## src/rtl/drive_sequencer.sv

```systemverilog
// drive_sequencer
//   Sits between the command receiver and the motor block. Accepts 8-bit drive
//   commands on a valid/ready handshake and produces registered instruction and
//   turn_angle outputs. A motor dead time (BRAKE) is inserted on every direction
//   reversal or mode change. A link-loss watchdog stops the car in DRIVE, and an
//   emergency stop forces a KICK that the motor state machine exits cleanly from.
//
// Ports
//   clk           system clock
//   rst           asynchronous active-high reset
//   cmd_valid     command byte valid
//   cmd_data      [4:0] instruction code, [7:5] turn angle
//   cmd_ready     combinational; high in IDLE/DRIVE/PATTERN while estop is low
//   estop         emergency stop level, already synchronous to clk
//   instruction   registered instruction code to the motor block
//   turn_angle    registered steering angle to the motor block
//   state_dbg     current state encoding
//   timeout_pulse one-cycle pulse on watchdog expiry
//   cmd_err       one-cycle pulse when an accepted command is invalid
//
// DEAD_CYCLES must be at least 2 so BRAKE has a KICK cycle and a zero cycle.
module drive_sequencer #(
    parameter int DEAD_CYCLES    = 10_000_000,
    parameter int TIMEOUT_CYCLES = 50_000_000
) (
    input  logic       clk,
    input  logic       rst,
    input  logic       cmd_valid,
    input  logic [7:0] cmd_data,
    output logic       cmd_ready,
    input  logic       estop,
    output logic [4:0] instruction,
    output logic [2:0] turn_angle,
    output logic [2:0] state_dbg,
    output logic       timeout_pulse,
    output logic       cmd_err
);

    localparam int CNT_MAX = (DEAD_CYCLES > TIMEOUT_CYCLES) ? DEAD_CYCLES : TIMEOUT_CYCLES;
    localparam int CW      = $clog2(CNT_MAX + 1);

    localparam logic [CW-1:0] DEAD_LAST = CW'(DEAD_CYCLES - 1);
    localparam logic [CW-1:0] TMO_LAST  = CW'(TIMEOUT_CYCLES - 1);
    localparam logic [CW-1:0] CNT_SAT   = '1;

    localparam logic [4:0] KICK = 5'b01111;

    typedef enum logic [2:0] {
        S_IDLE    = 3'd0,
        S_DRIVE   = 3'd1,
        S_PATTERN = 3'd2,
        S_BRAKE   = 3'd3,
        S_ESTOP   = 3'd4
    } state_t;

    state_t        r_state;
    state_t        r_target;
    logic [CW-1:0] r_cnt;
    logic [4:0]    r_instr;
    logic [2:0]    r_angle;
    logic [4:0]    r_pend_instr;
    logic [2:0]    r_pend_angle;
    logic          r_tmo;
    logic          r_err;

    // Command decode
    logic [4:0] w_code;
    logic [2:0] w_ang;
    logic       w_stop;
    logic       w_pat;
    logic       w_inv;
    logic       w_accept;
    logic       w_rev;
    logic       w_wd_exp;
    logic [2:0] w_cmd_ang;   // patterns always run with steering centred
    state_t     w_cmd_tgt;   // class of the command: where BRAKE should land

    assign w_code    = cmd_data[4:0];
    assign w_ang     = cmd_data[7:5];
    assign w_stop    = (w_code == 5'b00000);
    assign w_pat     = (w_code == 5'b11010) || (w_code == 5'b11001) || (w_code == 5'b10000);
    assign w_inv     = w_code[4] && !w_pat;
    assign w_cmd_ang = w_pat ? 3'd0 : w_ang;
    assign w_cmd_tgt = w_stop ? S_IDLE : (w_pat ? S_PATTERN : S_DRIVE);

    assign cmd_ready = ((r_state == S_IDLE) || (r_state == S_DRIVE) || (r_state == S_PATTERN)) && !estop;
    assign w_accept  = cmd_valid && cmd_ready;

    // Only a hard fwd<->rev flip needs a dead time; stopped or both-coil
    // directions can be changed on the fly.
    assign w_rev = ((r_instr[3:2] == 2'b10) && (w_code[3:2] == 2'b01)) ||
                   ((r_instr[3:2] == 2'b01) && (w_code[3:2] == 2'b10));

    assign w_wd_exp = (r_state == S_DRIVE) && (r_cnt == TMO_LAST);

    assign instruction   = r_instr;
    assign turn_angle    = r_angle;
    assign state_dbg     = r_state;
    assign timeout_pulse = r_tmo;
    assign cmd_err       = r_err;

    always_ff @(posedge clk or posedge rst) begin
        if (rst) begin
            r_state      <= S_IDLE;
            r_target     <= S_IDLE;
            r_cnt        <= '0;
            r_instr      <= 5'd0;
            r_angle      <= 3'd0;
            r_pend_instr <= 5'd0;
            r_pend_angle <= 3'd0;
            r_tmo        <= 1'b0;
            r_err        <= 1'b0;
        end else begin
            r_tmo <= 1'b0;
            r_err <= 1'b0;
            if (estop) begin
                // Held KICK; anything pending is dropped, release goes via BRAKE to IDLE
                if (r_state != S_ESTOP) r_cnt <= '0;
                r_state      <= S_ESTOP;
                r_instr      <= KICK;
                r_angle      <= 3'd0;
                r_pend_instr <= 5'd0;
                r_pend_angle <= 3'd0;
                r_target     <= S_IDLE;
            end else begin
                case (r_state)
                    S_IDLE: begin
                        r_cnt <= '0;
                        if (w_accept) begin
                            if (w_inv) begin
                                r_err <= 1'b1;
                            end else if (!w_stop) begin
                                r_state <= w_cmd_tgt;
                                r_instr <= w_code;
                                r_angle <= w_cmd_ang;
                            end
                        end
                    end

                    S_DRIVE: begin
                        if (w_wd_exp) begin
                            r_state      <= S_BRAKE;
                            r_target     <= S_IDLE;
                            r_pend_instr <= 5'd0;
                            r_pend_angle <= 3'd0;
                            r_instr      <= KICK;
                            r_angle      <= 3'd0;
                            r_cnt        <= '0;
                            r_tmo        <= 1'b1;
                        end else if (w_accept) begin
                            r_cnt <= '0;
                            if (w_inv) begin
                                r_err <= 1'b1;
                            end else if (w_stop) begin
                                r_state <= S_IDLE;
                                r_instr <= 5'd0;
                                r_angle <= 3'd0;
                            end else if (w_pat || w_rev) begin
                                r_state      <= S_BRAKE;
                                r_target     <= w_cmd_tgt;
                                r_pend_instr <= w_code;
                                r_pend_angle <= w_cmd_ang;
                                r_instr      <= KICK;
                                r_angle      <= 3'd0;
                            end else begin
                                r_instr <= w_code;
                                r_angle <= w_ang;
                            end
                        end else if (r_cnt != CNT_SAT) begin
                            r_cnt <= r_cnt + CW'(1);
                        end
                    end

                    S_PATTERN: begin
                        r_cnt <= '0;
                        if (w_accept) begin
                            if (w_inv) begin
                                r_err <= 1'b1;
                            end else if (!w_stop && (w_code != r_instr)) begin
                                r_state      <= S_BRAKE;
                                r_target     <= w_cmd_tgt;
                                r_pend_instr <= w_code;
                                r_pend_angle <= w_cmd_ang;
                                r_instr      <= KICK;
                                r_angle      <= 3'd0;
                            end
                        end
                    end

                    S_BRAKE: begin
                        if (r_cnt == DEAD_LAST) begin
                            r_state <= r_target;
                            r_instr <= r_pend_instr;
                            r_angle <= r_pend_angle;
                            r_cnt   <= '0;
                        end else begin
                            r_instr <= 5'd0;
                            r_angle <= 3'd0;
                            r_cnt   <= r_cnt + CW'(1);
                        end
                    end

                    S_ESTOP: begin
                        // estop has been released on this edge
                        r_state      <= S_BRAKE;
                        r_target     <= S_IDLE;
                        r_pend_instr <= 5'd0;
                        r_pend_angle <= 3'd0;
                        r_instr      <= KICK;
                        r_angle      <= 3'd0;
                        r_cnt        <= '0;
                    end

                    default: begin
                        r_state <= S_IDLE;
                        r_instr <= 5'd0;
                        r_angle <= 3'd0;
                        r_cnt   <= '0;
                    end
                endcase
            end
        end
    end

endmodule

```

## config.mk

```make
export PLATFORM = sky130hd
export DESIGN_NAME = drive_sequencer
export DESIGN_NICKNAME = d
export VERILOG_FILES = /design/src/rtl/drive_sequencer.sv
export SDC_FILE = /design/constraint.sdc
export NUM_CORES = 1
export LEC_CHECK = 0
export BUFFER_PORTS_ARGS = -buffer_cell sky130_fd_sc_hd__buf_2
export CAP_MARGIN = 20
export CORE_UTILIZATION = 50
export CTS_BUF_LIST = sky130_fd_sc_hd__clkbuf_2
export DETAILED_ROUTE_END_ITERATION = 8
export PLACE_DENSITY_LB_ADDON = 0.3
export RECOVER_POWER = 25
export SYNTH_ARGS = -nofsm -noshare
export SYNTH_HDL_FRONTEND = slang
export SYNTH_SLANG_ARGS = --single-unit
export TNS_END_PERCENT = 20
```

## constraint.sdc

```tcl
create_clock -name clk -period 2.6 [get_ports clk]
set_clock_uncertainty 0.1 [all_clocks]
set_input_delay 0.39 -clock clk [delete_from_list [all_inputs] [get_ports clk]]
set_output_delay 0.39 -clock clk [all_outputs]
set_load 0.02 [all_outputs]
```

==> results.sh <==
export IMPL_critical_path_arrival_ns=2.74
export IMPL_synth_avg_cell_area_um2=8.58
export IMPL_achievable_frequency_ghz=0.404
export IMPL_cts_root_buffer_cell="sky130_fd_sc_hd__clkbuf_2"
export IMPL_floorplan_core_area_um2=6060
export IMPL_postRouteAntennaNets=0
export IMPL_crit_type="reg2reg"
export IMPL_mappedNetlistNets=387
export IMPL_status="finished clean"
export IMPL_path_cells="nor4b_1 > nand2_1 > nor3_4 > buf_4 > or3b_4 > a311oi_4 > nor2_4 > mux2_2"
export IMPL_synth_top_cells_by_area="sky130_fd_sc_hd__dfrtp_1, sky130_fd_sc_hd__o31ai_1, sky130_fd_sc_hd__nand3_1"
export IMPL_wl_per_cell_um=16.9
export IMPL_seq_area_frac_synth_pct=38.2
export IMPL_finalPower_mw=2.24
export IMPL_finalMaxSlewViolations=0
export IMPL_vdd_ir_drop_max_v=0.000395
export IMPL_max_slew_worst_pin_slew_ns=0.608
export IMPL_largest_net_degree_at_the_start_of_global_routing=26
export IMPL_hold_violations=0
export IMPL_worst_hold_path_type="in2reg"
export IMPL_fp_dieH_um=82.1
export IMPL_cp_start_kind="flop"
export IMPL_postSynthCellCount=374
export IMPL_port_buffers=25
export IMPL_worst_path_largest_cell_delay_ns=0.47
export IMPL_num_io_pins=26
export IMPL_yosysWarningCount=0
export IMPL_globalRoute_totalOverflow=0
export IMPL_placedInstanceArea_um2=3650
export IMPL_netlist_area_leader_share_pct=38.2
export IMPL_cts_inserted_buffers=5
export IMPL_drc=0
export IMPL_critPathRequiredTime_ns=2.86
export IMPL_critPathCaptureType="flop"
export IMPL_wl_um=8510
export IMPL_design_final_nets=439
export IMPL_fraction_of_synthesis_flops_using_an_asynchronous_set_or_reset_pin_pct=100
export IMPL_power_leakage_nw=1.63
export IMPL_worst_r2r_path_depth=8
export IMPL_diodes=0
export IMPL_max_cap_violations=0
export IMPL_antenna_found_initial=0
export IMPL_starting_utilization_of_the_core_area_pct=53.0
export IMPL_cts_htree_levels=2
export IMPL_clk_pin_slew_worst_paths_ns=0.27
export IMPL_worst_skew_pair_late_latency_ns=0.43
export IMPL_final_cell_area_um2=3770
export IMPL_detail_route_first_pass_iterations=5
export IMPL_placement_row_count=28
export IMPL_globalRouteTotalUtil_pct=26.8
export IMPL_grt_setup_unrepaired="yes"
export IMPL_crit_path_max_fanout=9
export IMPL_final_common_cell="sky130_fd_sc_hd__dfrtp_1"
export IMPL_final_layout_size_suffix_gt1_share_pct=25.1
export IMPL_grt_pass1_wl_um=13700
export IMPL_synth_area_leader_cell="sky130_fd_sc_hd__dfrtp_1"
export IMPL_finalCriticalPeriod_ns=2.48
export IMPL_route_detailed_vias_per_inst=6.25
export IMPL_fp_dieArea_um2=6750
export IMPL_first_global_vias=2761
export IMPL_filler_cell_count=531
export IMPL_vias=3138
export IMPL_power_per_cell_area_nw_per_um2=593
export IMPL_mappedNetlistArea_um2=3210
export IMPL_dieWidth_um=82.1
export IMPL_cts_buffer_depth=2
export IMPL_dp_final_hpwl_um=6140
export IMPL_cts_tree="yes"
export IMPL_most_frequent_cells_in_the_layout="sky130_fd_sc_hd__dfrtp_1, sky130_fd_sc_hd__buf_4, sky130_fd_sc_hd__nand2_1"
export IMPL_synth_edf_count=0
export IMPL_clock_sinks=49
export IMPL_ys_seq_elements=49
export IMPL_critical_path_slowest_cell="sky130_fd_sc_hd__dfrtp_1"
export IMPL_hold_path_cell_count=2
export IMPL_r2r_slack_ns=0.12
export IMPL_hold_worst_slack_ns=0.119
export IMPL_first_iter_violations=339
export IMPL_yosys_cell_types_count=59
export IMPL_synth_top_flop_cell="sky130_fd_sc_hd__dfrtp_1"
export IMPL_place_congestion=0.931
export IMPL_final_period_utilization_pct=95.3
export IMPL_setup_viol=0
export IMPL_worst_slew_margin_rel_pct=59.1
export IMPL_syn2layout_area_growth_pct=17.3
-- flip-flops by register name, indices dropped and copies added, names as in the netlist --
| register | cells |
|---|---|
| r_cnt | 26 |
| instruction | 5 |
| r_pend_instr | 5 |
| r_pend_angle | 3 |
| state_dbg | 3 |
| turn_angle | 3 |
| r_target | 2 |
| cmd_err | 1 |
| timeout_pulse | 1 |
-- critical path, delay by kind of cell, from the launching register on --
family / cells / cell delay (ns)
buffers and inverters: 1 / 0.19
DFF: 1 / 0.47
muxes: 1 / 0.36
AOI/OAI and AO/OA: 1 / 0.11
and+or+nand+nor: 5 / 1.19
-- worst paths after layout --
check / start / end
worst max-delay path: r_cnt[7]$_DFFE_PP0P_ / r_pend_angle[2]$_DFFE_PP0P_
worst max register to register: r_cnt[7]$_DFFE_PP0P_ / r_pend_angle[2]$_DFFE_PP0P_
worst min register to register: r_cnt[18]$_DFFE_PP0P_ / r_cnt[18]$_DFFE_PP0P_
worst min-delay path: cmd_valid / cmd_err$_DFF_PP0_
min in group asynchronous: rst / r_pend_instr[0]$_DFFE_PP0P_
max in group asynchronous: rst / r_cnt[9]$_DFFE_PP0P_
-- final cells by class --
| class | count | area [µm²] | area share (%) |
|---|---|---|---|
| Clock inverter | 3 | 21.3 | 0.565 |
| Multi-Input combinational cell | 288 | 1840 | 48.8 |
| Clock buffer | 5 | 25.0 | 0.664 |
| Sequential cell | 49 | 1230 | 32.5 |
| Tap cell | 75 | 93.8 | 2.49 |
| Timing Repair Buffer | 73 | 529 | 14.0 |
| Inverter | 9 | 33.8 | 0.897 |
-- per-stage QoR --
stage / util, % / TNS [ns] / setup slack [ns] / std cells
global route: 62.2 / -0.0375 / -0.0262 / 502
CTS: 61.2 / 0 / 0.000907 / 500
floorplan: - / 0 / 0.156 / 374
detailed placement: 60.2 / -0.495 / -0.0506 / 491
global placement: 60.2 / -0.00194 / -0.00194 / 491
finish: 62.2 / 0 / 0.122 / 502
-- where the power goes --
group          switching, mW  leakage [nW]  internal, mW
Combinational          0.556         0.941         0.401
Sequential            0.0735         0.655         0.873
Clock                  0.262        0.0294        0.0684
-- synthesized netlist by cell type (all sizes together), types with 2 or more instances --
library cell / count
a21oi: 18
a221oi: 2
a2bb2oi: 2
a31oi: 8
a32oi: 3
and2: 2
and3: 8
and4: 4
buf: 18
clkbuf: 10
dfrtp: 49
inv: 9
mux2: 6
mux2i: 2
nand2: 33
nand2b: 11
nand3: 25
nand4: 5
nor2: 30
nor2b: 4
nor3: 11
nor3b: 4
nor4: 8
nor4b: 4
o211ai: 2
o21ai: 32
o22a: 2
o22ai: 3
o31ai: 18
o32a: 4
o41ai: 4
or2: 3
or3: 3
or4: 4
xnor2: 6
xor2: 5
-- layer usage --
layer | up-vias | track usage (%) | part of all wire (%)
met1 | 1489 | 42.3 | 48
met4 | 0 | 5.96 | 0.81
met5 | - | 0 | 0
met2 | 148 | 38.2 | 43
met3 | 9 | 4.18 | 7.6
li1 | 1492 | - | -
-- repair_timing --
| item | 4_1_cts | 5_1_grt |
|---|---|---|
| pin swaps | 0 | 2 |
| hold buffers | 1 | 0 |
| gates resized for setup | 1 | 8 |
| hold endpoints to repair | 24 | 0 |
| setup endpoints to repair | 16 | 42 |
| setup buffers | 0 | 2 |
-- kinds of logic after synthesis --
| group | Yosys count | synth area share, % |
|---|---|---|
| simple gates | 164 | 27.7 |
| flops | 49 | 38.2 |
| compound gates | 104 | 21.9 |
| xor+xnor | 11 | 3.00 |
| fa+ha+maj | 1 | 0.390 |
| buf+inv | 37 | 6.00 |
| mux | 8 | 2.73 |
No activity file was read; power rests on OpenSTA's default activity.
